## src/rtl/spi_reg_frame_engine.sv

```systemverilog
// Quad-SPI register-bank frame engine: nibble-serial cmd/addr/data frames into a DEPTH-byte bank.
// Optional status/error-counter commands (0x05/0x06) are compiled in when SPI_STATUS_CMD_EN is defined.
module spi_reg_frame_engine #(
  parameter int unsigned DEPTH = 8,
  parameter int unsigned AW    = 3,
  parameter int unsigned DUMMY = 2
) (
  input  logic          clk,
  input  logic          rst,
  input  logic          spi_cs,
  input  logic [3:0]    spi_d_in,
  output logic [3:0]    spi_d_out,
  output logic [3:0]    spi_d_oe,
  input  logic [AW-1:0] dbg_addr,
  output logic [7:0]    dbg_byte
);

  localparam int unsigned CW = (DUMMY > 1) ? $clog2(DUMMY) : 1;
  localparam logic [7:0] CMD_WRITE = 8'h02;
  localparam logic [7:0] CMD_READ  = 8'h0B;
`ifdef SPI_STATUS_CMD_EN
  localparam logic [7:0] CMD_STATUS = 8'h05;
  localparam logic [7:0] CMD_CLEAR  = 8'h06;
`endif

  typedef enum logic [3:0] {
    S_IDLE,
    S_CMD_LO,
    S_ADDR_HI,
    S_ADDR_LO,
    S_WR_HI,
    S_WR_LO,
    S_DUMMY,
    S_RD,
    S_IGNORE,
    S_WAIT_END
  } state_t;

  state_t        state_q, state_d;
  logic [3:0]    hold_q, hold_d;       // cmd hi / addr hi / write hi / pending read lo nibble
  logic [AW-1:0] addr_q, addr_d;
  logic [CW-1:0] cnt_q, cnt_d;
  logic          wr_mode_q, wr_mode_d;
  logic          lo_next_q, lo_next_d;
  logic [3:0]    dout_q, dout_d;
  logic [3:0]    oe_q, oe_d;
  logic [7:0]    regs_q [DEPTH];
  logic          wr_en;
  logic [7:0]    frame_byte;
  logic [7:0]    rd_byte;
`ifdef SPI_STATUS_CMD_EN
  logic          stat_q, stat_d;
  logic [7:0]    err_q, err_d;
`endif

  // Next-state, datapath and output decode
  always_comb begin
    state_d    = state_q;
    hold_d     = hold_q;
    addr_d     = addr_q;
    cnt_d      = cnt_q;
    wr_mode_d  = wr_mode_q;
    lo_next_d  = lo_next_q;
    dout_d     = dout_q;
    oe_d       = 4'h0;
    wr_en      = 1'b0;
    frame_byte = {hold_q, spi_d_in};
    rd_byte    = regs_q[addr_q];
`ifdef SPI_STATUS_CMD_EN
    stat_d     = stat_q;
    err_d      = err_q;
    if (stat_q) rd_byte = err_q;
`endif
    if (!spi_cs) begin
      state_d = S_IDLE;
    end else begin
      case (state_q)
        S_WAIT_END: state_d = S_WAIT_END;
        S_IDLE: begin
          hold_d  = spi_d_in;
          state_d = S_CMD_LO;
        end
        S_CMD_LO: begin
`ifdef SPI_STATUS_CMD_EN
          stat_d = 1'b0;
`endif
          case (frame_byte)
            CMD_WRITE: begin
              wr_mode_d = 1'b1;
              state_d   = S_ADDR_HI;
            end
            CMD_READ: begin
              wr_mode_d = 1'b0;
              state_d   = S_ADDR_HI;
            end
`ifdef SPI_STATUS_CMD_EN
            CMD_STATUS: begin
              stat_d  = 1'b1;
              cnt_d   = '0;
              state_d = S_DUMMY;
            end
            CMD_CLEAR: begin
              err_d   = 8'h00;
              state_d = S_IGNORE;
            end
`endif
            default: begin
`ifdef SPI_STATUS_CMD_EN
              if (err_q != 8'hFF) err_d = err_q + 8'd1;
`endif
              state_d = S_IGNORE;
            end
          endcase
        end
        S_ADDR_HI: begin
          hold_d  = spi_d_in;
          state_d = S_ADDR_LO;
        end
        S_ADDR_LO: begin
          addr_d  = AW'(frame_byte);
          cnt_d   = '0;
          state_d = wr_mode_q ? S_WR_HI : S_DUMMY;
        end
        S_WR_HI: begin
          hold_d  = spi_d_in;
          state_d = S_WR_LO;
        end
        S_WR_LO: begin
          wr_en   = 1'b1;
          addr_d  = addr_q + AW'(1);
          state_d = S_WR_HI;
        end
        S_DUMMY: begin
          if (cnt_q == CW'(DUMMY - 1)) begin
            oe_d      = 4'hF;
            dout_d    = rd_byte[7:4];
            hold_d    = rd_byte[3:0];
            lo_next_d = 1'b1;
            state_d   = S_RD;
          end else begin
            cnt_d = cnt_q + CW'(1);
          end
        end
        S_RD: begin
          oe_d = 4'hF;
          if (lo_next_q) begin
            dout_d    = hold_q;
            lo_next_d = 1'b0;
`ifdef SPI_STATUS_CMD_EN
            if (!stat_q) addr_d = addr_q + AW'(1);
`else
            addr_d = addr_q + AW'(1);
`endif
          end else begin
            dout_d    = rd_byte[7:4];
            hold_d    = rd_byte[3:0];
            lo_next_d = 1'b1;
          end
        end
        S_IGNORE: state_d = S_IGNORE;
        default:  state_d = S_WAIT_END;
      endcase
    end
  end

  // State and register bank
  always_ff @(posedge clk) begin
    if (rst) begin
      state_q   <= S_WAIT_END;
      hold_q    <= 4'h0;
      addr_q    <= '0;
      cnt_q     <= '0;
      wr_mode_q <= 1'b0;
      lo_next_q <= 1'b0;
      dout_q    <= 4'h0;
      oe_q      <= 4'h0;
      for (int unsigned i = 0; i < DEPTH; i++) regs_q[i] <= 8'h00;
`ifdef SPI_STATUS_CMD_EN
      stat_q    <= 1'b0;
      err_q     <= 8'h00;
`endif
    end else begin
      state_q   <= state_d;
      hold_q    <= hold_d;
      addr_q    <= addr_d;
      cnt_q     <= cnt_d;
      wr_mode_q <= wr_mode_d;
      lo_next_q <= lo_next_d;
      dout_q    <= dout_d;
      oe_q      <= oe_d;
      if (wr_en) regs_q[addr_q] <= frame_byte;
`ifdef SPI_STATUS_CMD_EN
      stat_q    <= stat_d;
      err_q     <= err_d;
`endif
    end
  end

  assign spi_d_out = dout_q;
  assign spi_d_oe  = oe_q;
  assign dbg_byte  = regs_q[dbg_addr];

endmodule

```

## config.mk

```make
export PLATFORM = sky130hd
export DESIGN_NAME = spi_reg_frame_engine
export DESIGN_NICKNAME = d
export VERILOG_FILES = /design/src/rtl/spi_reg_frame_engine.sv
export SDC_FILE = /design/constraint.sdc
export NUM_CORES = 1
export LEC_CHECK = 0
export CELL_PAD_IN_SITES_DETAIL_PLACEMENT = 0
export CELL_PAD_IN_SITES_GLOBAL_PLACEMENT = 2
export CORE_ASPECT_RATIO = 0.6
export CORE_MARGIN = 5
export CORE_UTILIZATION = 35
export CTS_CLUSTER_DIAMETER = 150
export DETAILED_ROUTE_END_ITERATION = 16
export GPL_ROUTABILITY_DRIVEN = 0
export PLACE_DENSITY_LB_ADDON = 0.25
export SLEW_MARGIN = 20
export SYNTH_ARGS = -nofsm -noshare
export SYNTH_HDL_FRONTEND = slang
export SYNTH_SLANG_ARGS = --single-unit
```

## constraint.sdc

```tcl
create_clock -name clk -period 1.9 [get_ports clk]
set_clock_uncertainty 0.05 [all_clocks]
set_input_delay 0.38 -clock clk [delete_from_list [all_inputs] [get_ports clk]]
set_output_delay 0.38 -clock clk [all_outputs]
set_load 0.02 [all_outputs]
```

* Word level (Yosys, flattened, before mapping)
Memory sizes are Yosys's and may differ from the RTL's. A register that Yosys moved wholly into a read port is not among the register bits. Cells that the tools add are included.
Word-level totals: memories 1, word-level logic and storage cells 79, output and inout port bits 16, bits in registers 22, input port bits 10, RAM bits 64
Memories:
- regs_q | depth 8, bits a word 8, read ports 2, clocked after Yosys merged registers in 1, wr ports 8, RTL line 47 | logic [7:0] regs_q [DEPTH];
Operators by class: bitwise operators 2, equal/unequal tests 15, $add $sub $neg 2, multiplexer cells 33, reduce and logical (&&, ||, !) cells 17
Operator list (number):
- $pmux W4 S9 | 1
- $mux W4 | 8
- $eq A4 B3 Y1 const B | 4
- $pmux W4 S2 | 2
- $mux W3 | 4
- $pmux W4 S3 | 1
- $mux W1 | 11
- $pmux W3 S3 | 1
- $reduce_and A3 Y1 | 3
- $eq A4 B2 Y1 const B | 2
- $eq A8 B2 Y1 const B | 1
- $eq A8 B4 Y1 const B | 1
- $mux W8 | 1
- $ne A2 B2 Y1 const B | 4
- $reduce_or A8 Y1 | 1
- $pmux W1 S2 | 3
- $reduce_and A2 Y1 | 3
- $reduce_bool A2 Y1 | 3
- $reduce_bool A3 Y1 | 2
- $eq A4 B1 Y1 const B | 1
- $eq A4 B4 Y1 const B | 1
- $logic_not A4 Y1 | 1
- $reduce_and A4 Y1 | 1
- $reduce_or A2 Y1 | 2
- other kinds (6) | 7

* Longest topological paths before layout
Gate-level depths: netlist of the first run.
depth after elaboration 8, depth in mapped cells 6, depth with buffers taken out 4

* Worst setup path after synthesis of the first run
OpenSTA, ideal clock, no wires.
kind input port to output port, from input port dbg_addr[0], to output port dbg_byte[1], stages on the path 4, required time 1.470 ns, path buffers 2, arrival time 1.534 ns, setup slack -0.064 ns, cells stage by stage buf_4 buf_6 mux4_2 mux2_2
On the way: longest elaborated chain between the ends 1
Ends and longest elaborated chain:
- start: declaration | RTL line 14 | input logic [AW-1:0] dbg_addr,
- $mem_v2 Z8 W8
- end: declaration | RTL line 15 | output logic [7:0] dbg_byte
No other way between the ends.

==> results.toml, run 1 <==
[grt]
grt_max_degree = 17
grt_pass1_wl_um = 18860
antenna_found_initial = 0
grt_pass1_vias = 3015
grt_usage = 0.1662
gr-total-overflow = 0
grt-busiest-layer = "met1"
grt_util_met2 = 0.2247
grt_use_met3 = 0.03510
grt_util_met1 = 0.2637

[logic_synthesis]
synthCells = 340
netlist_area_um2 = 4629
ys.warnings.count = 0
yosysSeqAreaShare = 0.5103
synth.distinct_cells = 51
syn_area_per_cell_um2 = 13.62
ys_seq_elements = 86
synth.net_count = 351

[routing]
drc_errors = 0
wire_per_inst_um = 21.34
wl_um = 12230
via_count = 3077
drt_pass1_iterations = 4
drt_iter0_drc = 215
ant_nets = 0
avgViaCountPerCell = 5.370

[finish]
final_common_cell = "and2_1"
drive_gt1_frac = 0.3325
nFillCells = 1176
final_nets = 409
syn2layout_area_growth_pct = 25.30
fin_area_um2 = 5801
layoutNonFillerInstCount = 573
layout.cells.most_common_list = "66 x and2_1, 64 x edfxtp_1, 43 x buf_4"
insertedDiodeCount = 0
post-route-util = 0.4499

[sta]
max_freq_mhz = 472.3
relSlewSlack = 0.6871
drv_slew = 0
tightestPinTransition_ps = 468.8
period_share = 1.114
report.final.hold_viol_count = 0
fin_crit_ps = 2117
fin_ws_ps = -217.2
holdWs_ps = 446.2
fin_tns_setup_ps = -1441
setup-violations-final = 8
rsz0062_at_grt = "yes"

[power_and_ir_drop]
cellLeakagePower_nw = 2.147
ir_drop_mv = 0.4367
cellPowerDensity_nw_per_um2 = 747.6

[setup_path]
worst-r2r-setup-slack_ps = 140
reg2reg_from = "state_q[2]$_SDFFE_PP0P_"
slowest_stage = "mux4_2"
worstPathArrival_ps = 1690
cp-start-kind = "register"
cp_max_fo = 2
worstPathRequired_ps = 1470
cp_num_buf_inv = 1
endpoint_kind = "output pin"
startpoint = "regs_q[6][6]$_SDFFCE_PN0P_"
path_cells = "mux4_2 > mux2_4 > buf_6"
worstSetupPathType = "register to output pin"
cpPeakStageDelay_ps = 490
worst_path_dominant_cell_family = "multiplexers"

[die]
die_h_um = 99.09
die_width_um = 158.5
num_io_pins = 26
die_area_um2 = 15700
row_count = 32
initial_utilization = 0.3591
coreArea_um2 = 12890

[min_path]
hp-start = "wr_mode_q$_SDFFE_PP0P_"
min_path_type = "register to register"

[run_status]
violations = "negative setup slack"
status = "finished with violations"

[clocking]
clockRootBuffer = "clkbuf_16"
cts_buffers = 9
path_clk_slew_ps = 60
htree_levels = 3
cts.sinks = 86
cts.path.max_buffers = 2
cts_hold_buf = 0
cts_tree = "done"
clock_latency_ps = 340

[place]
dpl_cell_area_um2 = 5406
io_buffer_count = 25
dp_hpwl_um = 8964
dp_cells = 554

[job]
drv_cap = 0
repair_timing:
action / 4_1_cts / 5_1_grt
resized for setup: 59 / 3
buffers inserted: 1 / 0
endpoints found under the setup margin: 40 / 25
pin swaps: 1 / 0
cloned: 2 / 0
final cells by class:
cell class	count	area, um^2	area share
well taps	170	212.7	0.03667
flip-flops and latches	86	2364	0.4075
inverters	5	18.77	0.003236
multi-input cells	218	2101	0.3622
clock buffers	10	239.0	0.04120
repair buffers	78	798.3	0.1376
clock inverters	6	67.56	0.01165
metrics by stage:
stage / power (W) / setup WS (ps)
floorplan: 0.002355 / 5.918
global placement: 0.002543 / -946.2
detailed placement: 0.002545 / -948.9
CTS: 0.004387 / -217.8
global route: 0.004494 / -235.2
finish: 0.004337 / -217.2
kinds of logic (layout without fill, tap and decap cells):
| family | Yosys count | count (layout) | synth area share |
|---|---|---|---|
| flops | 86 | 86 | 0.5103 |
| mux | 51 | 51 | 0.2030 |
| simple gates | 129 | 129 | 0.1792 |
| compound gates | 36 | 36 | 0.05757 |
| buf+inv | 36 | 99 | 0.04540 |
| xor+xnor | 1 | 1 | 0.001892 |
| fa+ha+maj | 1 | 1 | 0.002702 |
where the power goes:
group	switching, W	internal [W]
sequential	0.0000368	0.00206
clock	0.000740	0.00106
combinational	0.000198	0.000233
total	0.000975	0.00336
cell usage after synthesis, drive strengths merged:
master / count / area (um^2)
and2: 66 / 412.9
mux2i: 11 / 110.1
or2: 8 / 50.05
nand2: 7 / 26.28
nand4: 2 / 12.51
a211o: 4 / 35.03
and4b: 2 / 20.02
dfxtp: 22 / 440.4
nand3: 5 / 25.02
mux4: 32 / 739.5
a21boi: 1 / 7.510
mux2: 8 / 90.09
nor2b: 2 / 12.51
nor3: 3 / 25.02
a2111oi: 1 / 27.53
nor4: 4 / 46.29
nor2: 12 / 45.04
o211ai: 1 / 7.510
a32oi: 1 / 16.27
a21oi: 10 / 50.05
buf: 19 / 145.1
o31ai: 1 / 7.510
o22ai: 4 / 25.02
a311o: 1 / 10.01
clkinv: 1 / 3.750
and4bb: 1 / 12.51
a211oi: 3 / 22.52
nand3b: 4 / 30.03
and3b: 3 / 26.28
o21ai: 5 / 25.02
clkbuf: 12 / 46.29
ha: 1 / 12.51
nor3b: 4 / 40.03
edfxtp: 64 / 1922
xnor2: 1 / 8.760
and3: 2 / 12.51
a21bo: 1 / 10.01
inv: 4 / 15.01
a22oi: 3 / 22.52
nand2b: 4 / 32.53
final timing paths:
check                           depth (start not counted)                     end
worst min-delay path                                    1  wr_mode_q$_SDFFE_PP0P_
worst min register to register                          1  wr_mode_q$_SDFFE_PP0P_
worst max-delay path                                    3             dbg_byte[6]
worst max register to register                          6  addr_q[1]$_SDFFE_PP0P_
layer usage:
| metal | wire, um | vias up |
|---|---|---|
| li1 | - | 1409 |
| met4 | 209 | 0 |
| met5 | 0 | - |
| met1 | 6306 | 1547 |
| met3 | 690 | 19 |
| met2 | 5021 | 102 |
flip-flops by register name (all words and copies together), names as in the netlist, named ones only:
name and flops:
regs_q 64, hold_q 4, spi_d_out 4, state_q 4, addr_q 3, cnt_q 1
lo_next_q 1, spi_d_oe 1, wr_mode_q 1
Note: power is estimated with default switching activity, not from simulation.
==> run 2, diff against run 1 <==
--- a/config.mk
+++ b/config.mk
@@ -5,11 +5,12 @@
 export SDC_FILE = /design/constraint.sdc
 export NUM_CORES = 1
 export LEC_CHECK = 0
+export ABC_AREA = 1
 export CELL_PAD_IN_SITES_DETAIL_PLACEMENT = 0
 export CELL_PAD_IN_SITES_GLOBAL_PLACEMENT = 2
 export CORE_ASPECT_RATIO = 0.6
 export CORE_MARGIN = 5
-export CORE_UTILIZATION = 35
+export CORE_UTILIZATION = 32
 export CTS_CLUSTER_DIAMETER = 150
 export DETAILED_ROUTE_END_ITERATION = 16
 export GPL_ROUTABILITY_DRIVEN = 0
==> results.toml, run 2 <==
[clocking]
htree_levels = 3
cts_tree = "done"
clock_latency_ps = 340
cts_buffers = 9
cts.path.max_buffers = 2
clockRootBuffer = "clkbuf_16"
cts.sinks = 86
path_clk_slew_ps = 60
cts_hold_buf = 0

[die]
row_count = 35
die_area_um2 = 18010
die_h_um = 106.0
die_width_um = 170.0
num_io_pins = 26
coreArea_um2 = 15200
initial_utilization = 0.3233

[grt]
antenna_found_initial = 0
grt_pass1_vias = 4364
grt_max_degree = 29
grt_usage = 0.1740
grt_pass1_wl_um = 24030
gr-total-overflow = 0

[logic_synthesis]
synth.net_count = 648
synthTopCellsByCount = "138 x nand2_1, 106 x nor2_1, 75 x inv_1"
synth.distinct_cells = 32
synthCells = 637
netlist_area_um2 = 4913
synth_top_cells_by_area = "edfxtp_1 39%, nand2_1 11%, dfxtp_1 9.0%"
ys_seq_elements = 86
synthArstFlopShare = 0
yosysSeqAreaShare = 0.4808
yosys.area.top_type_share = 0.3911
ys.warnings.count = 0
synth_edf_count = 64
synth_top_area_cell = "edfxtp_1"
syn_area_per_cell_um2 = 7.713
synth.most_common_cell = "nand2_1"
ys.flop_type = "edfxtp_1"

[sta]
fin_ws_ps = 72.10
report.final.hold_viol_count = 0
relSlewSlack = 0.6731
rsz0062_at_grt = "no"
max_freq_mhz = 547.1
setup-violations-final = 0
tightestPinTransition_ps = 489.7
period_share = 0.9621
fin_crit_ps = 1828
drv_slew = 0

[min_path]
min_path_type = "register to register"

[setup_path]
worstSetupPathType = "register to output pin"
cp-start-kind = "register"
cp_max_fo = 2
slowest_stage = "edfxtp_1"
worstPathArrival_ps = 1400
path_cells = "inv_1 > a21oi_1 > o21ai_1 > nand3_1 > o21a_1 > buf_6"
cp_num_buf_inv = 2
endpoint_kind = "output pin"
cpPeakStageDelay_ps = 340
worst_path_dominant_cell_family = "compound AO/OA/AOI/OAI gates"
worstPathRequired_ps = 1470

[routing]
top_layer = "met4"
wl_met2_um = 6063
drt_pass1_iterations = 5
via_count = 4302
drc_errors = 0
drt_iter0_drc = 302
wire_per_inst_um = 16.66
met3_length_um = 1111
avgViaCountPerCell = 4.748
drt-met1-wl_um = 7772
wl_um = 15100
ant_nets = 0

[place]
dp_hpwl_um = 11080
dp_cells = 885
io_buffer_count = 25
dpl_cell_area_um2 = 5700
place_ws_ps = -740.5

[finish]
final_nets = 709
layoutNonFillerInstCount = 906
drive_gt1_frac = 0.1750
syn2layout_area_growth_pct = 23.94
insertedDiodeCount = 0
layout.cells.most_common_list = "138 x nand2_1, 106 x nor2_1, 73 x inv_1"
final_common_cell = "nand2_1"
fin_area_um2 = 6090
largest_register_ffs = 64
top_register = "regs_q"
nFillCells = 1539

[power_and_ir_drop]
ir_drop_mv = 0.3901
cellLeakagePower_nw = 2.743
cellPowerDensity_nw_per_um2 = 734.9

[job]
drv_cap = 0

[run_status]
status = "finished, final reports clean"
-- run 2: cell types whose count changed after synthesis, sizes merged, moves of 11 or more --
cell | before | now
mux2i | 11 | 0
mux4 | 32 | 0
nor2 | 12 | 114
nand3 | 5 | 58
nand2 | 7 | 153
and2 | 66 | 0
o21ai | 5 | 39
a21oi | 10 | 41
inv | 4 | 86
-- run 2: layer usage --
layer  global-route usage  up-vias
li1                     -     2172
met1               0.2658     2006
met2               0.2501      111
met3              0.03753       13
met4              0.03875        0
met5                    0        -
-- run 2: logic make-up after synthesis --
family	after synthesis	synth area share
AO/OA/AOI/OAI	90	0.09626
AND/OR/NAND/NOR	336	0.3178
flip-flops	86	0.4808
adder cells (fa/ha/maj)	1	0.002546
buffers and inverters	122	0.09906
XOR/XNOR	2	0.003566
-- run 2: worst paths after layout --
check | slack [ps] | from | end | cells past startpoint
hold reg to reg | 420 | wr_mode_q$_SDFFE_PP0P_ | wr_mode_q$_SDFFE_PP0P_ | 2
setup / recovery | 70 | regs_q[6][3]$_SDFFCE_PN0P_ | dbg_byte[3] | 6
setup reg to reg | 100 | state_q[2]$_SDFFE_PP0P_ | regs_q[5][5]$_SDFFCE_PN0P_ | 7
hold / removal | 420 | wr_mode_q$_SDFFE_PP0P_ | wr_mode_q$_SDFFE_PP0P_ | 2
-- run 2: repair_timing --
action                                  in CTS  in global routing
pin swaps                                    1                  2
setup buffers                                2                  0
hold endpoints to repair                     0                  0
endpoints found under the setup margin       8                  8
resized for setup                           50                 19
gates cloned                                 2                  1
-- run 2: worst min-delay path: stages, from the launching register on --
cell     delay, ps
dfxtp_1        320
inv_1           50
a21oi_1         60
-- run 2: final cells by class --
| class | instances | area [um^2] | share of cell area |
|---|---|---|---|
| inverters | 93 | 354.1 | 0.05815 |
| repair buffers | 79 | 715.7 | 0.1175 |
| clock inverters | 5 | 81.33 | 0.01336 |
| well taps | 203 | 254.0 | 0.04171 |
| multi-input cells | 429 | 2079 | 0.3415 |
| flip-flops and latches | 86 | 2362 | 0.3879 |
| clock buffers | 11 | 242.7 | 0.03986 |
-- run 2: through the flow --
stage | util | hold slack (ps) | setup TNS (ps) | power [W]
final | 0.4007 | 419.8 | 0 | 0.004475
after global routing | 0.4007 | 454.9 | 0 | 0.004656
after CTS | 0.3978 | 430.3 | 0 | 0.004509
after detailed placement | 0.3751 | 421.4 | -26990 | 0.002580
after global placement | 0.3751 | 410.5 | -27020 | 0.002576
after floorplan | - | 376.2 | 0 | 0.002364
-- run 2: report_power, final --
| group | leakage (nW) | switching [W] | internal (W) |
|---|---|---|---|
| registers | 0.839 | 0.0000303 | 0.00206 |
| clock network | 0.161 | 0.000721 | 0.00119 |
| logic | 1.74 | 0.000285 | 0.000183 |
